[config.mk]
export PLATFORM = sky130hd
export DESIGN_NAME = wb_port_arbiter
export DESIGN_NICKNAME = d
export VERILOG_FILES = /design/src/rtl/wb_arb_pkg.sv /design/src/rtl/wb_arb_fifo.sv /design/src/rtl/wb_port_arbiter.sv
export SDC_FILE = /design/constraint.sdc
export NUM_CORES = 1
export LEC_CHECK = 0
export BUFFER_PORTS_ARGS = -buffer_cell sky130_fd_sc_hd__buf_2
export CORE_MARGIN = 1.5
export CORE_UTILIZATION = 55
export DETAILED_ROUTE_END_ITERATION = 12
export MAX_ROUTING_LAYER = met4
export PLACE_DENSITY = 0.85
export SLEW_MARGIN = 20
export SYNTH_ARGS = -nofsm -noshare
export SYNTH_HDL_FRONTEND = slang
export SYNTH_SLANG_ARGS = --single-unit
[constraint.sdc]
create_clock -name clk -period 4.39 [get_ports clk]
set_input_delay 1.0975 -clock clk [delete_from_list [all_inputs] [get_ports clk]]
set_output_delay 1.0975 -clock clk [all_outputs]
set_load 0.03 [all_outputs]
[src/rtl/wb_arb_pkg.sv]
// Shared types for the writeback port arbiter: register-file widths, the FSM
// state encoding and the long-latency result entry held in the buffer.
package wb_arb_pkg;

    localparam int XLEN       = 32;
    localparam int REG_ADDR_W = 5;

    typedef enum logic {
        NORMAL = 1'b0,
        FORCE  = 1'b1
    } arb_state_e;

    typedef struct packed {
        logic [REG_ADDR_W-1:0] rd;
        logic [XLEN-1:0]       data;
    } ll_entry_t;

endpackage

[src/rtl/wb_arb_fifo.sv]
// Small circular buffer of long-latency results; occupancy is exported so the
// arbiter can see one cycle ahead when the buffer is about to fill.
module wb_arb_fifo
    import wb_arb_pkg::*;
#(
    parameter  int DEPTH = 2,
    localparam int AW    = $clog2(DEPTH)
) (
    input  logic      clk,
    input  logic      rst,
    input  logic      push,
    input  ll_entry_t push_entry,
    input  logic      pop,
    output ll_entry_t head,
    output logic      full,
    output logic      empty,
    output logic [AW:0] count
);

    ll_entry_t     mem_q [DEPTH];
    logic [AW-1:0] wr_ptr_q, wr_ptr_d;
    logic [AW-1:0] rd_ptr_q, rd_ptr_d;
    logic [AW:0]   count_q, count_d;
    logic          wr_en, rd_en;

    assign full  = (count_q == (AW+1)'(DEPTH));
    assign empty = (count_q == '0);
    assign count = count_q;
    assign head  = mem_q[rd_ptr_q];

    assign wr_en = push && !full;
    assign rd_en = pop && !empty;

    always_comb begin
        wr_ptr_d = wr_ptr_q;
        rd_ptr_d = rd_ptr_q;
        count_d  = count_q;
        if (wr_en) wr_ptr_d = wr_ptr_q + AW'(1);
        if (rd_en) rd_ptr_d = rd_ptr_q + AW'(1);
        case ({wr_en, rd_en})
            2'b10:   count_d = count_q + (AW+1)'(1);
            2'b01:   count_d = count_q - (AW+1)'(1);
            default: count_d = count_q;
        endcase
    end

    always_ff @(posedge clk or negedge rst) begin
        if (!rst) begin
            wr_ptr_q <= '0;
            rd_ptr_q <= '0;
            count_q  <= '0;
        end else begin
            wr_ptr_q <= wr_ptr_d;
            rd_ptr_q <= rd_ptr_d;
            count_q  <= count_d;
        end
    end

    // Storage carries no reset; occupancy alone decides what is valid.
    always_ff @(posedge clk) begin
        if (wr_en) mem_q[wr_ptr_q] <= push_entry;
    end

endmodule

[src/rtl/wb_port_arbiter.sv]
// Shares the single register-file write port between the pipeline and buffered
// mul/div results. Optional same-cycle LL bypass: define WB_ARB_BYPASS_EN.
module wb_port_arbiter
    import wb_arb_pkg::*;
#(
    parameter int STARVE_LIMIT = 4,
    parameter int DEPTH        = 2
) (
    input  logic                  clk,
    input  logic                  rst,
    input  logic                  RegWriteEnD,
    input  logic [REG_ADDR_W-1:0] RdD,
    input  logic [XLEN-1:0]       ResultD,
    input  logic                  LL_Valid,
    input  logic [REG_ADDR_W-1:0] LL_Rd,
    input  logic [XLEN-1:0]       LL_Data,
    output logic                  LL_Ready,
    output logic                  RF_WE,
    output logic [REG_ADDR_W-1:0] RF_Rd,
    output logic [XLEN-1:0]       RF_WD,
    output logic                  StallW,
    output logic                  LL_Pending
);

    localparam int CW = $clog2(DEPTH) + 1;

    arb_state_e            state_q, state_d;
    logic [3:0]            starve_q, starve_d, starve_inc;
    logic                  pipe_act, ll_fire, ll_keep, bypass;
    logic                  push, pop;
    logic                  fifo_full, fifo_empty;
    logic [CW-1:0]         fifo_count;
    ll_entry_t             head, push_entry;
    logic                  we;
    logic [REG_ADDR_W-1:0] rd;
    logic [XLEN-1:0]       wd;
    logic                  stall;

    assign pipe_act   = RegWriteEnD && (RdD != '0);
    assign LL_Ready   = rst && !fifo_full;
    assign ll_fire    = LL_Valid && LL_Ready;
    assign ll_keep    = ll_fire && (LL_Rd != '0);
    assign push_entry = '{rd: LL_Rd, data: LL_Data};

`ifdef WB_ARB_BYPASS_EN
    assign bypass = ll_keep && fifo_empty && (state_q == NORMAL) && !pipe_act;
`else
    assign bypass = 1'b0;
`endif
    assign push = ll_keep && !bypass;

    wb_arb_fifo #(.DEPTH(DEPTH)) u_fifo (
        .clk        (clk),
        .rst        (rst),
        .push       (push),
        .push_entry (push_entry),
        .pop        (pop),
        .head       (head),
        .full       (fifo_full),
        .empty      (fifo_empty),
        .count      (fifo_count)
    );

    always_comb begin
        state_d    = state_q;
        starve_d   = starve_q;
        starve_inc = starve_q + 4'd1;
        pop        = 1'b0;
        we         = 1'b0;
        rd         = '0;
        wd         = '0;
        stall      = 1'b0;
        case (state_q)
            NORMAL: begin
                if (pipe_act) begin
                    we = 1'b1;
                    rd = RdD;
                    wd = ResultD;
                    if (!fifo_empty) begin
                        starve_d = starve_inc;
                        if (starve_inc >= 4'(STARVE_LIMIT)) state_d = FORCE;
                    end
                    // The push landing now fills the buffer while it is being passed over.
                    if (push && (fifo_count == CW'(DEPTH - 1))) state_d = FORCE;
                end else if (!fifo_empty) begin
                    we       = 1'b1;
                    rd       = head.rd;
                    wd       = head.data;
                    pop      = 1'b1;
                    starve_d = '0;
                end else if (bypass) begin
                    we = 1'b1;
                    rd = LL_Rd;
                    wd = LL_Data;
                end
            end
            FORCE: begin
                if (!fifo_empty) begin
                    we  = 1'b1;
                    rd  = head.rd;
                    wd  = head.data;
                    pop = 1'b1;
                end
                stall    = pipe_act;
                starve_d = '0;
                state_d  = NORMAL;
            end
            default: state_d = NORMAL;
        endcase
        if (fifo_empty) starve_d = '0;
    end

    always_ff @(posedge clk or negedge rst) begin
        if (!rst) begin
            state_q  <= NORMAL;
            starve_q <= '0;
        end else begin
            state_q  <= state_d;
            starve_q <= starve_d;
        end
    end

    // Outputs are forced quiet for as long as reset is held.
    assign RF_WE      = rst && we;
    assign RF_Rd      = rst ? rd : '0;
    assign RF_WD      = rst ? wd : '0;
    assign StallW     = rst && stall;
    assign LL_Pending = rst && !fifo_empty;

endmodule

; ---- Yosys cells after proc, flatten, opt, wreduce, memory -nomap -nowiden
; Memory sizes are Yosys's and may differ from the RTL's.
; Cells that the tools add are included.
[op_classes]
add_sub_neg = 5
magnitude_cmp = 1
n_eq_ne = 4
n_mux = 25
bitwise = 1
n_reduce_logical = 16
[op_table]
columns = op, count
row1 = 32-bit two-way mux, 3
row2 = 32-bit case mux with 2 select lines, 1
row3 = 5-bit two-way mux, 3
row4 = 1-bit logical AND, 10
row5 = 1-bit two-way mux, 10
row6 = 5-bit case mux with 2 select lines, 1
row7 = 5-bit nonzero test, 2
row8 = 4-bit two-way mux, 2
row9 = 4-bit case mux with 2 select lines, 1
row10 = 1-bit case mux with 2 select lines, 3
row11 = "4-bit by 1-bit adder with 4-bit output, second input constant", 1
row12 = "2-bit by 1-bit equality test with 1-bit output, second input constant", 2
row13 = "2-bit equality test, second input constant", 2
row14 = "4-bit by 3-bit >= comparator with 1-bit output, second input constant", 1
row15 = 2-bit case mux with 2 select lines, 1
row16 = "1-bit adder, second input constant", 2
row17 = "2-bit by 1-bit adder with 2-bit output, second input constant", 1
row18 = 1-bit logical NOT, 2
row19 = 2-bit logical NOT, 1
row20 = 2-bit nonzero test, 1
row21 = "2-bit by 1-bit subtractor with 2-bit output, second input constant", 1
row22 = 1-bit NOT, 1
[word_totals]
ff_bits = 9
ram_bits = 74
input_bits = 78
out_inout_bits = 41
word_cells = 58
n_memories = 1
[memory_table]
columns = memory, words, word_bits, rd, rd_ports_with_merged_regs, wr, line_no
row1 = u_fifo.mem_q, 2, 37, 1, 0, 1, wb_arb_fifo.sv:20  ; ll_entry_t mem_q [DEPTH];

; ---- Logic depth before layout (Yosys ltp)
; Gate-level depths: netlist of run 1.
[logic_depth]
depth_word = 9
depth_mapped = 7

; ---- Hierarchy
; Synthesis of run 1 repeated with hierarchy kept, for this count alone.
[unflattened]
hier_cells = 296
hier_area_um2 = 3881.2
[modules_own_cells]
columns = mod, instances, cells_per_inst, area_per_inst_um2
row1 = wb_arb_fifo, 1, 133, 2949.1
row2 = wb_port_arbiter, 1, 163, 932.1

; ---- Worst setup path after synthesis of run 1
; No wires, ideal clock.
[synth_timing]
path_type = input to register
startpoint = in rst
endpoint = mem u_fifo.mem_q[0][0] in the netlist's numbering, enable pin
t_arrival_ns = 3.515
t_required_ns = 3.959
path_slack_ns = 0.444
cell_stages = 3
cell_sequence = nor2b_1 > o211ai_2 > nor2_1
[synth_via]
elab_chain_len = 6
[synth_lines]
columns = item, line_no
row1 = start: declaration, wb_port_arbiter.sv:10  ; input logic rst,
row2 = 1-bit logical AND, wb_port_arbiter.sv:40  ; assign LL_Ready = rst && !fifo_full;
row3 = 1-bit logical AND, wb_port_arbiter.sv:41  ; assign ll_fire = LL_Valid && LL_Ready;
row4 = 1-bit logical AND, wb_port_arbiter.sv:42  ; assign ll_keep = ll_fire && (LL_Rd != '0);
row5 = 1-bit logical AND, wb_arb_fifo.sv:31  ; assign wr_en = push && !full;
row6 = 1-bit two-way mux, wb_arb_fifo.sv:61  ; if (wr_en) mem_q[wr_ptr_q] <= push_entry;
row7 = 1-bit two-way mux (implied by the code), wb_arb_fifo.sv:61
row8 = end: declaration, wb_arb_fifo.sv:20
; Every way passes these cells.

; ---- Worst setup path after layout of run 1
[layout_timing]
startpoint = in RdD[1]
endpoint = out RF_WD[30]
[layout_via]
elab_chain_len = 5
[layout_lines]
columns = item, line_no
row1 = start: declaration, wb_port_arbiter.sv:12  ; input logic [REG_ADDR_W-1:0] RdD,
row2 = 5-bit nonzero test, wb_port_arbiter.sv:39  ; assign pipe_act = RegWriteEnD && (RdD != '0);
row3 = 1-bit logical AND, wb_port_arbiter.sv:39
row4 = 32-bit two-way mux, wb_port_arbiter.sv:75  ; if (pipe_act) begin
row5 = 32-bit case mux with 2 select lines, wb_port_arbiter.sv:73  ; case (state_q)
row6 = 32-bit two-way mux, wb_port_arbiter.sv:126  ; assign RF_WD = rst ? wd : '0;
row7 = end: declaration, wb_port_arbiter.sv:20  ; output logic [XLEN-1:0] RF_WD,
; Every way passes these cells.

==> results.py, run 1 <==
metrics = {
    "grt": {
        "grt_pass1_wl_um": 11900,
        "antenna_found_initial": 0,
        "grt_max_degree": 76,
        "grt_overflow": 0,
        "track_usage": 0.217,
        "first_global_vias": 2562,
    },
    "layout": {
        "final_common_cell": "buf_2",
        "postLayoutCoreUtil": 0.699,
        "area_growth_pct": 24.2,
        "layout.nets": 491,
        "diodes": 0,
        "instances_no_fill": 493,
        "final_cell_mix": "118 x buf_2, 74 x edfxtp_1, 40 x nand2_1, 40 x nand3_1",
        "drive_gt1_frac": 0.446,
    },
    "clocking": {
        "post_cts_buffers": 0,
        "cts_sinks": 83,
        "clk_path_buf_depth": 2,
        "cts_max_level": 3,
        "postCtsHoldBufs": 0,
        "cts_tree": "yes",
        "numCtsBuffers": 9,
        "insertion_delay_ns": 0.34,
        "cts_resized": 0,
        "cts.clk_slew.worst_paths_ns": 0.07,
        "cts-root-buf": "clkbuf_8",
    },
    "power_and_ir_drop": {
        "pwr-share-seq": 0.435,
        "swShare": 0.328,
        "comb_power_share": 0.308,
        "p_leak_nw": 1.90,
        "power_switching_mw": 0.824,
        "ir_drop_uv": 285,
        "p_per_area_mw_per_mm2": 536,
        "internal_power_mw": 1.69,
        "clkPwrFrac": 0.257,
    },
    "place": {
        "dp.cells": 477,
        "port_buffers": 118,
        "hpwl_um": 4890,
        "gp_congestion": 0.746,
    },
    "synthesis": {
        "synth-async-reset-ratio": 0.108,
        "syn_area_per_cell_um2": 12.9,
        "yosys_warnings": 0,
        "synth_nets": 377,
        "ys_types": 28,
        "syn_inst": 294,
        "netlist_area_mm2": 0.00378,
        "synthFlopType": "edfxtp_1",
        "synth_seq_area_share": 0.647,
        "ys_seq_elements": 83,
        "synth_edf_count": 74,
    },
    "detailed_routing": {
        "wl_um": 7540,
        "route.vias.total": 2642,
        "drt-vias-per-instance": 5.36,
        "drt_iter0_drc": 128,
        "drc": 0,
        "ant_nets": 0,
        "drtPass1Iterations": 4,
        "avgRoutedWirePerCell_um": 15.3,
    },
    "setup_path": {
        "path_max_fanout": 75,
        "endpoint_kind": "primary output",
        "regToRegSetupSlack_ns": 2.16,
        "crit_required_ns": 3.29,
        "crit_start": "RdD[1]",
        "cp.arrival_ns": 2.70,
        "path_class": "input pin to primary output",
        "start_kind": "input pin",
        "worstReg2RegStart": "u_fifo.count[0]",
    },
    "floorplanning": {
        "die_h_um": 85.9,
        "die_area_mm2": 0.00738,
        "core_mm2": 0.00672,
        "pin_count": 119,
        "dieWidth_um": 85.9,
        "rows": 30,
        "start_util": 0.563,
    },
    "timing": {
        "fin_setup_tns_ns": 0,
        "worst_clock_skew_ns": 0.00931,
        "drv_slew": 0,
        "slew_headroom": 0.394,
        "tightest_slew_ns": 0.909,
        "finalCritPeriodShare": 0.865,
        "grt_setup_unrepaired": "no",
        "hold_viol": 0,
        "clock.fmax_mhz": 263,
        "setup_violations": 0,
        "min_period_ns": 3.80,
    },
    "worst_hold_path": {
        "hold_class": "register to register",
        "min-delay-start": "starve_q[0]",
    },
    "flow_run": {
        "cap_violations": 0,
    },
    "outcome": {
        "outcome": "complete, no violations",
    },
}
-- worst max-delay path, cell delays in order --
cell,delay (ns)
buf_2,0.10
or4_4,0.54
o21ai_4,0.17
buf_12,0.28
nand3_1,0.10
o21ai_0,0.14
buf_2,0.26
-- final cells by class --
class / instances / area [um2]
Clock inverter: 6 / 113
Inverter: 4 / 15.0
Tap cell: 80 / 100
Timing Repair Buffer: 123 / 641
Multi-Input combinational cell: 187 / 1250
Fill cell: 492 / 2020
Clock buffer: 10 / 128
Sequential cell: 83 / 2450
-- power groups by stage --
stage	Sequential, mW	Combinational (mW)	Clock, mW
6_report	1.09	0.775	0.646
5_1_grt	1.11	0.839	0.691
4_1_cts	1.10	0.783	0.656
3_5_place_dp	1.11	0.779	0
3_3_place_gp	1.10	0.761	0
2_1_floorplan	1.03	0.631	0
-- state kept, by name (all words and copies together) (netlist names) --
register         flops
starve_q             4
state_q              1
u_fifo.wr_ptr_q      1
u_fifo.count         2
u_fifo.rd_ptr_q      1
u_fifo.mem_q        74
-- synthesized netlist by cell type (all sizes together) (2+ instances only) --
cell / number / share of area
buf: 6 / 0.011
clkbuf: 14 / 0.014
dfrtp: 9 / 0.060
edfxtp: 74 / 0.59
ha: 5 / 0.017
inv: 4 / 0.0040
mux2: 37 / 0.11
nand2: 40 / 0.040
nand3: 40 / 0.053
nor2: 7 / 0.0070
nor2b: 3 / 0.0050
o21ai: 38 / 0.051
or4: 2 / 0.0050
xnor2: 4 / 0.0093
xor2: 3 / 0.0089
-- layer usage --
layer  share of wire  track usage
met1            0.44        0.268
met3           0.037       0.0356
met2            0.51        0.361
met4           0.011       0.0792
met5               0            -
-- worst paths after layout --
path | to | depth (start not counted)
min in group asynchronous | starve_q[2] | 2
worst max-delay path | RF_WD[30] | 7
worst min-delay path | starve_q[0] | 1
worst min register to register | starve_q[0] | 1
max in group asynchronous | u_fifo.rd_ptr_q | 2
worst max register to register | u_fifo.mem_q[0][28] | 6
-- logic make-up (layout without fill, tap and decap cells) --
family | count (synthesis) | after routing | share of synthesized area
XOR/XNOR | 7 | 7 | 0.0182
buffers and inverters | 24 | 143 | 0.0295
multiplexers | 37 | 37 | 0.110
adder cells (fa/ha/maj) | 5 | 5 | 0.0166
AND/OR/NAND/NOR | 95 | 95 | 0.115
AO/OA/AOI/OAI | 43 | 43 | 0.0629
flip-flops | 83 | 83 | 0.647
-- per-stage QoR --
stage	power [mW]	hold WS [ns]	setup slack [ns]	cell area (um2)
global route	2.64	0.519	0.503	4700
finish	2.52	0.502	0.592	4700
CTS	2.53	0.499	0.578	4700
global placement	1.86	0.474	0.610	4460
detailed placement	1.89	0.488	0.581	4460
floorplan	1.66	0.452	0.444	3780
No activity file was read; power rests on OpenSTA's default activity.
==> inputs of run 2 (changes only) <==
--- a/config.mk
+++ b/config.mk
@@ -6,7 +6,7 @@
 export NUM_CORES = 1
 export LEC_CHECK = 0
 export BUFFER_PORTS_ARGS = -buffer_cell sky130_fd_sc_hd__buf_2
-export CORE_MARGIN = 1.5
+export CORE_MARGIN = 4
 export CORE_UTILIZATION = 55
 export DETAILED_ROUTE_END_ITERATION = 12
 export MAX_ROUTING_LAYER = met4
==> results.py, run 2 (synthesized netlist as in run 1, its figures left out) <==
metrics = {
    "detailed_routing": {
        "ant_nets": 0,
        "wl_um": 8180,
        "drtPass1Iterations": 5,
        "drt_iter0_drc": 168,
        "drt-vias-per-instance": 5.42,
        "drc": 0,
        "route.vias.total": 2668,
        "avgRoutedWirePerCell_um": 16.6,
    },
    "grt": {
        "first_global_vias": 2742,
        "antenna_found_initial": 0,
        "grt_max_degree": 76,
        "grt_pass1_wl_um": 13200,
        "grt_overflow": 0,
        "track_usage": 0.211,
    },
    "place": {
        "port_buffers": 118,
        "hpwl_um": 5570,
        "gp_congestion": 0.717,
    },
    "timing": {
        "drv_slew": 0,
        "hold_viol": 0,
        "grt_setup_unrepaired": "no",
        "setup_violations": 0,
        "worst_clock_skew_ns": 0.00696,
        "tightest_slew_ns": 0.922,
        "slew_headroom": 0.385,
        "finalCritPeriodShare": 0.870,
        "fin_setup_tns_ns": 0,
        "min_period_ns": 3.82,
        "clock.fmax_mhz": 262,
    },
    "setup_path": {
        "path_max_fanout": 75,
        "start_kind": "input pin",
        "crit_start": "RdD[1]",
        "path_class": "input pin to primary output",
        "crit_required_ns": 3.29,
        "worstReg2RegStart": "u_fifo.count[0]",
        "endpoint_kind": "primary output",
        "cp.arrival_ns": 2.72,
    },
    "power_and_ir_drop": {
        "ir_drop_uv": 287,
        "finalPower_mw": 2.48,
        "p_leak_nw": 1.89,
        "p_per_area_mw_per_mm2": 529,
    },
    "clocking": {
        "cts_max_level": 3,
        "cts-root-buf": "clkbuf_8",
        "insertion_delay_ns": 0.35,
        "cts_tree": "yes",
        "clk_path_buf_depth": 2,
        "postCtsHoldBufs": 0,
        "numCtsBuffers": 9,
        "cts_resized": 0,
        "post_cts_buffers": 0,
        "cts.clk_slew.worst_paths_ns": 0.08,
        "cts_sinks": 83,
    },
    "floorplanning": {
        "die_area_mm2": 0.00826,
        "core_mm2": 0.00649,
        "die_h_um": 90.9,
        "start_util": 0.582,
        "rows": 29,
        "pin_count": 119,
        "dieWidth_um": 90.9,
    },
    "layout": {
        "layout.nets": 493,
        "drive_gt1_frac": 0.451,
        "largest_register_ffs": 74,
        "final_common_cell": "buf_2",
        "final_cell_mix": "118 x buf_2, 74 x edfxtp_1, 40 x nand2_1, 40 x nand3_1",
        "postLayoutCoreUtil": 0.721,
        "nFillCells": 457,
        "largest_register": "u_fifo.mem_q",
        "diodes": 0,
        "area_growth_pct": 24.0,
    },
    "worst_hold_path": {
        "min-delay-start": "starve_q[0]",
        "hold_class": "register to register",
    },
    "outcome": {
        "outcome": "complete, no violations",
    },
    "flow_run": {
        "cap_violations": 0,
    },
}
-- run 2: critical path: stages --
cell     delay [ns]
buf_2          0.10
or4_4          0.55
o21ai_4        0.16
buf_12         0.26
nand3_1        0.13
o21ai_0        0.13
buf_2          0.25
-- run 2: report_power, final --
part / leakage [nW] / switching [mW] / total (mW) / internal (mW)
Clock: 0.102 / 0.278 / 0.602 / 0.324
Combinational: 0.999 / 0.448 / 0.781 / 0.333
Sequential: 0.791 / 0.113 / 1.09 / 0.982
Total: 1.89 / 0.839 / 2.48 / 1.64
-- run 2: area by class of cell --
class                   instances  area [um2]  share of cell area
multi-input cells             187        1250               0.266
clock inverters                 7         100              0.0214
flip-flops and latches         83        2450               0.523
well taps                      77        96.3              0.0206
inverters                       4        15.0             0.00320
repair buffers                125         656               0.140
clock buffers                   9         124              0.0264
-- run 2: layer usage --
layer,track usage,vias to the layer above,part of all wire
met5,-,-,0
met4,0.0653,0,0.015
met3,0.0533,8,0.048
met2,0.368,82,0.53
met1,0.240,1270,0.41
li1,-,1308,-
-- run 2: worst paths after layout --
check                                          end  slack [ns]  cells past startpoint
worst max-delay path                     RF_WD[18]        0.57                      7
worst min-delay path                   starve_q[0]        0.50                      1
worst max register to register  u_fifo.mem_q[0][7]        2.20                      6
worst min register to register         starve_q[0]        0.50                      1
max in group asynchronous          u_fifo.rd_ptr_q        3.20                      2
min in group asynchronous          u_fifo.count[1]        0.82                      2
-- run 2: per-stage QoR --
step	cell area, um2	worst slack, ns	cells	hold slack (ns)
floorplan	3780	0.444	294	0.452
global placement	4460	0.662	476	0.475
detailed placement	4460	0.592	476	0.486
CTS	4690	0.592	492	0.497
global route	4690	0.495	492	0.530
finish	4690	0.570	492	0.497
